===== config.mk =====
export PLATFORM = sky130hd
export DESIGN_NAME = sequence_serializer_flat
export DESIGN_NICKNAME = d
export VERILOG_FILES = /design/src/rtl/ser_pkg.sv /design/src/rtl/sequence_serializer_if.sv /design/src/rtl/sequence_serializer.sv /design/src/flat_wrapper.sv
export SDC_FILE = /design/constraint.sdc
export NUM_CORES = 1
export LEC_CHECK = 0
export CORE_MARGIN = 2
export CORE_UTILIZATION = 35
export CTS_CLUSTER_SIZE = 8
export DETAILED_ROUTE_END_ITERATION = 10
export PLACE_DENSITY = 0.58
export SLEW_MARGIN = 20
export SYNTH_ARGS = -nofsm -noshare
export SYNTH_HDL_FRONTEND = slang
export SYNTH_SLANG_ARGS = --single-unit

===== constraint.sdc =====
create_clock -name clk -period 3.29 [get_ports clk]
set_clock_uncertainty 0.1 [all_clocks]
set_input_delay 0.658 -clock clk [delete_from_list [all_inputs] [get_ports clk]]
set_output_delay 0.658 -clock clk [all_outputs]
set_load 0.01 [all_outputs]

===== src/rtl/ser_pkg.sv =====
// rtl/ser_pkg.sv - shared state encoding, idle level and counter sizing for sequence_serializer
package ser_pkg;

    typedef enum logic [1:0] {
        IDLE   = 2'd0,
        SHIFT  = 2'd1,
        PARITY = 2'd2
    } ser_state_e;

    localparam logic SER_IDLE_LEVEL = 1'b0;

    function automatic int clog2(input int n);
        int r;
        r = 0;
        while ((1 << r) < n) r = r + 1;
        return r;
    endfunction

endpackage


===== src/rtl/sequence_serializer_if.sv =====
// rtl/sequence_serializer_if.sv - parallel word load handshake between word source and serializer
interface sequence_serializer_if #(
    parameter int WIDTH = 8
);
    logic [WIDTH-1:0] load_data;
    logic             load_valid;
    logic             load_ready;

    modport master (output load_data, output load_valid, input load_ready);
    modport slave  (input load_data, input load_valid, output load_ready);
endinterface


===== src/rtl/sequence_serializer.sv =====
// rtl/sequence_serializer.sv - parallel-to-serial front end of the sequence detector; SER_PARITY_EN appends an even-parity bit
module sequence_serializer
    import ser_pkg::*;
#(
    parameter int WIDTH     = 8,
    parameter bit MSB_FIRST = 1'b1
) (
    input  logic                  clk,
    input  logic                  reset,
    sequence_serializer_if.slave  load,
    output logic                  x,
    output logic                  x_valid,
    output logic                  busy,
    output logic                  word_done
);

    localparam int            CW        = clog2(WIDTH);
    localparam logic [CW-1:0] LAST      = CW'(WIDTH - 1);
    localparam logic [1:0]    ST_IDLE   = IDLE;
    localparam logic [1:0]    ST_SHIFT  = SHIFT;
    localparam logic [1:0]    ST_PARITY = PARITY;
`ifdef SER_PARITY_EN
    localparam logic          PAR_EN    = 1'b1;
`else
    localparam logic          PAR_EN    = 1'b0;
`endif

    logic [1:0]       state;
    logic [WIDTH-1:0] sreg;
    logic [CW-1:0]    cnt;
    logic             last_cycle;
    logic             take;
`ifdef SER_PARITY_EN
    logic             par;
`endif

    function automatic logic head(input logic [WIDTH-1:0] w);
        return MSB_FIRST ? w[WIDTH-1] : w[0];
    endfunction

    function automatic logic [WIDTH-1:0] advance(input logic [WIDTH-1:0] w);
        return MSB_FIRST ? (w << 1) : (w >> 1);
    endfunction

    // load_ready is a pure function of state so a new word can chain onto the final bit
    assign last_cycle      = PAR_EN ? (state == ST_PARITY) : ((state == ST_SHIFT) && (cnt == LAST));
    assign load.load_ready = (state == ST_IDLE) || last_cycle;
    assign take            = load.load_valid && load.load_ready;
    assign busy            = (state != ST_IDLE);

    always_ff @(posedge clk) begin
        if (reset) begin
            state     <= ST_IDLE;
            sreg      <= '0;
            cnt       <= '0;
            x         <= SER_IDLE_LEVEL;
            x_valid   <= 1'b0;
            word_done <= 1'b0;
`ifdef SER_PARITY_EN
            par       <= 1'b0;
`endif
        end else if (take) begin
            state     <= ST_SHIFT;
            x         <= head(load.load_data);
            sreg      <= advance(load.load_data);
            cnt       <= '0;
            x_valid   <= 1'b1;
            word_done <= 1'b0;
`ifdef SER_PARITY_EN
            par       <= ^load.load_data;
`endif
        end else if ((state == ST_SHIFT) && (cnt != LAST)) begin
            x         <= head(sreg);
            sreg      <= advance(sreg);
            cnt       <= cnt + 1'b1;
            word_done <= !PAR_EN && (cnt == LAST - 1'b1);
`ifdef SER_PARITY_EN
        end else if (state == ST_SHIFT) begin
            state     <= ST_PARITY;
            x         <= par;
            word_done <= 1'b1;
`endif
        end else begin
            state     <= ST_IDLE;
            cnt       <= '0;
            x         <= SER_IDLE_LEVEL;
            x_valid   <= 1'b0;
            word_done <= 1'b0;
        end
    end

endmodule


===== src/flat_wrapper.sv =====
// flat-port wrapper written by rule: the top's interface ports become plain ports
module sequence_serializer_flat import ser_pkg::*;
#(
    parameter int WIDTH     = 8,
    parameter bit MSB_FIRST = 1'b1
)
  (clk, reset, x, x_valid, busy, word_done, load_load_data, load_load_valid, load_load_ready);
  sequence_serializer_if #(.WIDTH(WIDTH)) load_i ();
  input  logic clk;
  input  logic reset;
  output logic x;
  output logic x_valid;
  output logic busy;
  output logic word_done;
  input wire logic [$bits(load_i.load_data)-1:0] load_load_data;
  input wire logic [$bits(load_i.load_valid)-1:0] load_load_valid;
  output wire logic [$bits(load_i.load_ready)-1:0] load_load_ready;
  assign load_i.load_data = load_load_data;
  assign load_i.load_valid = load_load_valid;
  assign load_load_ready = load_i.load_ready;
  sequence_serializer #(.WIDTH(WIDTH), .MSB_FIRST(MSB_FIRST)) u_core (.clk(clk), .reset(reset), .load(load_i), .x(x), .x_valid(x_valid), .busy(busy), .word_done(word_done));
endmodule

# Yosys cells after proc, flatten, opt, wreduce, memory -nomap -nowiden
# Cells that the tools add are included.
# classes
add_sub_neg	1
mul	0
div	0
order_cmp	0
eq_ne	4
shifts	0
mux	8
n_bitwise	1
reduce_logical	7
# ops
operator	n
8-bit two-way mux	2
3-bit equality test, second input constant	2
1-bit two-way mux	6
3-bit by 1-bit adder with 3-bit output, second input constant	1
1-bit logical AND	3
3-bit != test, second input constant	1
3-bit OR reduction	1
2-bit logical NOT	1
2-bit by 1-bit != test with 1-bit output, second input constant	1
2-bit nonzero test	1
1-bit logical OR	1
1-bit NOT	1
# totals
regBits	14
latch_bits	0
ramBits	0
mem_bits_ro	0
inputBits	11
output_inout_bits	5
wordCells	27
memories	0

# Depth between registers and ports, before layout
# Gate-level depths: netlist of the first run.
# depth
word_depth	5
depth_mapped	6
depth_no_buf	6

# Worst setup path after synthesis of the first run
# OpenSTA, ideal clock, no wires.
# synth_timing
path_type	reg2out
from	register u_core.cnt[0]
to	output port load_load_ready
t_arrival_ns	1.058
required_ns	2.532
path_slack_ns	1.474
stages_incl_launch_ff	6
path_buffers	1
path_cell_list	dfxtp_1 ha_1 ha_1 nor2b_4 inv_4 buf_6
# synth_via
elab_chain_cells	3
# synth_rtl
item	line	rtl
start, declared	sequence_serializer.sv:30	logic [CW-1:0] cnt;
start signal, assigned	sequence_serializer.sv:75	cnt <= cnt + 1'b1;
3-bit equality test	sequence_serializer.sv:46	assign last_cycle = PAR_EN ? (state == ST_PARITY) : ((state == ST_SHIFT) && (cnt == LAST));
1-bit logical AND	sequence_serializer.sv:46	
1-bit logical OR	sequence_serializer.sv:47	assign load.load_ready = (state == ST_IDLE) || last_cycle;
end, declared	flat_wrapper.sv:17	output wire logic [$bits(load_i.load_ready)-1:0] load_load_ready;
# No other way between the ends.

# Worst setup path after layout of the first run
# Ends and elaborated chain as after synthesis.

==> results of run 1 <==
## routing by layer
layer  vias up  GRT usage  part of all wire  wire length, um
li1        211          -                 -                -
met1       170      0.115              0.42              376
met2        12      0.162              0.47              420
met3         2     0.0760             0.081               72
met4         0     0.0882             0.019               17
met5         -          0                 0                0
## layout by cell type, fill, tap and decap left out, drive strengths merged
master	n
dfxtp	13
nor3b	1
nor3	4
mux2i	7
ha	3
clkbuf	4
a211oi	6
nand2	2
inv	2
nand3	1
clkdlybuf4s50	15
a21oi	1
nor2b	1
nor2	8
## per-stage QoR
stage / total power, mW / setup WS (ns)
after CTS: 0.328 / 0.730
after global placement: 0.228 / 1.05
after global routing: 0.344 / 0.637
final: 0.323 / 0.751
after floorplan: 0.209 / 1.47
after detailed placement: 0.228 / 1.04
## cell type report
| cell class | count | area [sq um] |
|---|---|---|
| Fill cell | 147 | 781 |
| Sequential cell | 13 | 260 |
| Clock buffer | 4 | 26.3 |
| Multi-Input combinational cell | 34 | 277 |
| Timing Repair Buffer | 15 | 150 |
| Inverter | 2 | 10.0 |
| Tap cell | 16 | 20.0 |
## kinds of logic (layout without fill, tap and decap cells)
family          count (synthesis)  in the layout  share of synthesized area
compound gates                  7              7                      0.129
fa+ha+maj                       3              3                     0.0645
buf+inv                         6             21                     0.0774
flops                          13             13                      0.447
mux                             7              7                      0.120
simple gates                   17             17                      0.161
## critical path: cells and delay by family (launching register included)
family / cells / cell delay (ns)
buffers and inverters: 2 / 0.61
adders and majority gates: 2 / 0.39
DFF: 1 / 0.33
and+or+nand+nor: 1 / 0.17
## power groups by stage
stage	clock network [mW]	logic, mW	registers [mW]
2_1_floorplan	0	0.0342	0.175
3_3_place_gp	0	0.0529	0.175
3_5_place_dp	0	0.0529	0.175
4_1_cts	0.104	0.0531	0.171
5_1_grt	0.114	0.0568	0.173
6_report	0.0996	0.0520	0.171
## state kept, by name, indices dropped and copies added (netlist names)
name	flops
u_core.word_done	1
u_core.cnt	3
u_core.sreg	7
u_core.x	1
u_core.x_valid	1
## final timing paths
kind	end	cells after the start	from
worst max-delay path	load_load_ready	5	u_core.cnt[0]
worst min register to register	u_core.word_done	2	u_core.cnt[2]
worst min-delay path	u_core.word_done	2	u_core.cnt[2]
worst max register to register	u_core.sreg[2]	6	u_core.cnt[0]
==> results.json, run 1 <==
{
  "yosysUniqueCellTypes": 18,
  "antenna-diode-count": 0,
  "fmaxAchievable_ghz": 0.394,
  "timing.critical_path.cells": "ha_1 > ha_1 > nor2b_4 > inv_4 > clkdlybuf4s50_1",
  "tritoncts": "built",
  "worstPathRequired_ns": 2.53,
  "crit_path_max_incr_delay_ns": 0.49,
  "initial_core_util": 0.382,
  "drc_errors": 0,
  "die_y_um": 44.8,
  "routed_via_density": 4.70,
  "power.share.sequential": 0.530,
  "rsz0062_at_grt": "no",
  "worst_min_delay_path_category": "register to register",
  "grt_remaining_overflow": 0,
  "drt-total-wl_um": 886,
  "portBuffers": 15,
  "cts.sink_count": 13,
  "dp.cells": 80,
  "path_max_fanout": 18,
  "timing.slew.headroom": 0.606,
  "synthesis.nets": 67,
  "nNetsFinal": 83,
  "crit_path_end_kind": "primary output",
  "areaGrowthSynthToFinish_pct": 27.7,
  "drt-initial-drc-count": 2,
  "timing.final.max_slew_violations": 0,
  "synth.avg_cell_area_sq_um": 11.0,
  "synthDominantCellAreaShare": 0.447,
  "final_period_minus_worst_setup_slack_ns": 2.54,
  "die_w_um": 44.8,
  "postCtsSetupRepairBufs": 0,
  "post_cts_resized": 0,
  "cts_htree_levels": 1,
  "cts-buffers-inserted": 3,
  "intPower_uw": 243,
  "finalNonFillerCells": 84,
  "syn_inst": 53,
  "crit_path_top_delay_cell": "clkdlybuf4s50_1",
  "power.combinational.fraction": 0.161,
  "swShare": 0.248,
  "drtAntennaViolNets": 0,
  "synth.most_common_cell": "dfxtp_1",
  "power-per-cell-area_nw_per_um2": 434,
  "core_box_area_sq_um": 1520,
  "total_die_area_sq_um": 2000,
  "path_common_cell": "ha_1",
  "synthTopCellsByCount": "dfxtp_1 (13), nor2_1 (8), mux2i_1 (7), a211oi_2 (5)",
  "gp_congestion": 0.634,
  "leakagePower_nw": 0.302,
  "maximum_number_of_pins_on_one_net_before_global_route_repair": 19,
  "synth-edff-count": 0,
  "synth_top_flop_cell": "dfxtp_1",
  "setup_viol": 0,
  "dp_hpwl_um": 632,
  "synthTopCellsByArea": "dfxtp_1 (45%), mux2i_1 (12%), a211oi_2 (11%)",
  "finish.instance_area_sq_um": 743,
  "syn-cell-area_sq_um": 582,
  "hold_ws_ns": 0.356,
  "cts.hold.buffers_added": 0,
  "finish.utilization": 0.488,
  "avgRoutedWirePerCell_um": 10.5,
  "max-clock-path-buffers": 2,
  "pin_count": 16,
  "startpoint_class_of_the_critical_path": "register",
  "insertion_delay_ns": 0.28,
  "grt.total_usage": 0.113,
  "dr_total_vias": 395,
  "async_reset_ff_frac": 0,
  "r2r_slack_ns": 1.86,
  "row_count": 14,
  "grt_antenna_before_repair": 0,
  "grt_first_pass_wirelength_mm": 1.50,
  "cts_root_buffer": "clkbuf_4",
  "grt_pass1_vias": 351,
  "yosysSeqAreaShare": 0.447,
  "yosys_warnings": 0,
  "cp_data_arrival_time_ns": 1.78,
  "worst_setup_hold_path_clk_slew_ns": 0.08,
  "tightest_slew_ns": 0.589,
  "run_status": "finished clean",
  "max_cap_viol_count": 0,
  "p_clk_frac": 0.308,
  "drt-pass1-iter-count": 3,
  "timing.setup.critical_path_class": "register to primary output",
  "hold_viol": 0,
  "post-route-period-util": 0.772,
  "net_load_switching_power_uw": 80.0,
  "ys_seq_elements": 13,
  "synth.largest_area_cell": "dfxtp_1",
  "worst_ir_drop_vdd_v": 0.000311,
  "post_detailed_placement_cell_area_sq_um": 717,
  "setup_tns_ns": 0,
  "drive_gt1_frac": 0.176
}
(Power assumes the default switching activity.)
==> inputs of run 2 (changes only) <==
--- a/config.mk
+++ b/config.mk
@@ -9,7 +9,7 @@
 export CORE_UTILIZATION = 35
 export CTS_CLUSTER_SIZE = 8
 export DETAILED_ROUTE_END_ITERATION = 10
-export PLACE_DENSITY = 0.58
+export PLACE_DENSITY = 0.61
 export SLEW_MARGIN = 20
 export SYNTH_ARGS = -nofsm -noshare
 export SYNTH_HDL_FRONTEND = slang
==> constraint.sdc (replaced) <==
create_clock -name clk -period 2.2 [get_ports clk]
set_clock_uncertainty 0.1 [all_clocks]
set_input_delay 0.44 -clock clk [delete_from_list [all_inputs] [get_ports clk]]
set_output_delay 0.44 -clock clk [all_outputs]
set_load 0.01 [all_outputs]
==> results.json, run 2 (same netlist as run 1, synthesis figures left out) <==
{
  "cp_data_arrival_time_ns": 1.48,
  "rsz0062_at_grt": "no",
  "areaGrowthSynthToFinish_pct": 30.3,
  "total_die_area_sq_um": 2000,
  "pin_count": 16,
  "startpoint_class_of_the_critical_path": "register",
  "initial_core_util": 0.382,
  "portBuffers": 15,
  "drt-pass1-iter-count": 2,
  "dp.cells": 81,
  "grt_remaining_overflow": 0,
  "worst_setup_hold_path_clk_slew_ns": 0.09,
  "cts_htree_levels": 1,
  "grt_first_pass_wirelength_mm": 1.59,
  "registers.top_by_ff_count": "u_core.sreg",
  "timing.slew.headroom": 0.588,
  "hold_viol": 0,
  "leakagePower_nw": 0.315,
  "dp_hpwl_um": 708,
  "row_count": 14,
  "dr_total_vias": 417,
  "avgRoutedWirePerCell_um": 11.1,
  "timing.final.max_slew_violations": 0,
  "fmaxAchievable_ghz": 0.494,
  "run_status": "finished clean",
  "drive_gt1_frac": 0.214,
  "final_period_minus_worst_setup_slack_ns": 2.02,
  "routed_via_density": 4.85,
  "reg.largest.list": "u_core.sreg: 7 flops, u_core.cnt: 3 flops",
  "drt-initial-drc-count": 1,
  "path_max_fanout": 3,
  "tritoncts": "built",
  "gp_congestion": 0.630,
  "layout.cells.most_common": "clkdlybuf4s50_1",
  "mostFrequentLayoutCells": "clkdlybuf4s50_1 (14), dfxtp_1 (13), nor2_1 (8)",
  "nNetsFinal": 85,
  "power-per-cell-area_nw_per_um2": 635,
  "drt-total-wl_um": 951,
  "crit_path_end_kind": "primary output",
  "worst_min_delay_path_category": "register to register",
  "max-clock-path-buffers": 2,
  "die_w_um": 44.8,
  "grt_pass1_vias": 382,
  "num-fill-cells": 149,
  "setup_tns_ns": 0,
  "antenna-diode-count": 0,
  "tightest_slew_ns": 0.617,
  "worst_ir_drop_vdd_v": 0.000350,
  "die_y_um": 44.8,
  "grt.total_usage": 0.113,
  "core_box_area_sq_um": 1520,
  "grt_antenna_before_repair": 0,
  "drc_errors": 0,
  "finalNonFillerCells": 86,
  "cts-buffers-inserted": 3,
  "cts_root_buffer": "clkbuf_4",
  "worstPathRequired_ns": 1.66,
  "timing.setup.critical_path_class": "register to primary output",
  "largest_register_ff_count": 7,
  "drtAntennaViolNets": 0,
  "post-route-period-util": 0.920,
  "insertion_delay_ns": 0.27,
  "max_cap_viol_count": 0,
  "cts.sink_count": 13,
  "setup_viol": 0,
  "maximum_number_of_pins_on_one_net_before_global_route_repair": 18
}
[run 2: per-layer routing]
metal | wire length, um | part of all wire | vias to the layer above | global-route usage
li1 | - | - | 217 | -
met1 | 457 | 0.48 | 191 | 0.138
met5 | 0 | 0 | - | 0
met4 | 10 | 0.011 | 0 | 0.0882
met3 | 44 | 0.046 | 2 | 0.0240
met2 | 438 | 0.46 | 7 | 0.174
[run 2: path summary, 6_finish.rpt]
| path | start | slack (ns) | cells after the start | end |
|---|---|---|---|---|
| hold / removal | u_core.cnt[2] | 0.36 | 2 | u_core.word_done |
| setup reg to reg | u_core.cnt[0] | 0.61 | 7 | u_core.sreg[2] |
| setup / recovery | u_core.cnt[0] | 0.18 | 5 | load_load_ready |
| hold reg to reg | u_core.cnt[2] | 0.36 | 2 | u_core.word_done |
[run 2: stage by stage]
stage	power [mW]	util	hold WS, ns	setup slack [ns]	instance area (sq um)
floorplan	0.313	-	0.331	0.602	582
global route	0.511	0.498	0.382	0.115	758
CTS	0.491	0.498	0.362	0.159	758
global placement	0.343	0.475	0.340	0.277	724
detailed placement	0.344	0.475	0.351	0.248	724
finish	0.482	0.498	0.358	0.177	758
[run 2: final cells by class]
type	instances	area (sq um)	area share
timing repair buffer	17	164	0.216
tap	16	20.0	0.0264
inverter	2	10.0	0.0132
clock inverter	1	5.00	0.00660
sequential	13	260	0.343
clock buffer	3	22.5	0.0297
multi-input combinational	34	277	0.365
[run 2: critical path, cell delays in order, from the launching register on]
cell and delay (ns):
dfxtp_1 0.34, ha_1 0.20, ha_1 0.20, nor2b_4 0.16, inv_4 0.04, dlygate4sd2_1 0.27
[run 2: timing repair]
action,in CTS,in global routing
hold buffers,0,0
setup buffers,1,0
setup endpoints to repair,1,0
resized for setup,1,0
[run 2: where the power goes]
group | internal, mW | switching (mW) | leakage, nW
Clock | 0.0673 | 0.0766 | 0.0177
Sequential | 0.249 | 0.00690 | 0.107
Combinational | 0.0454 | 0.0363 | 0.190
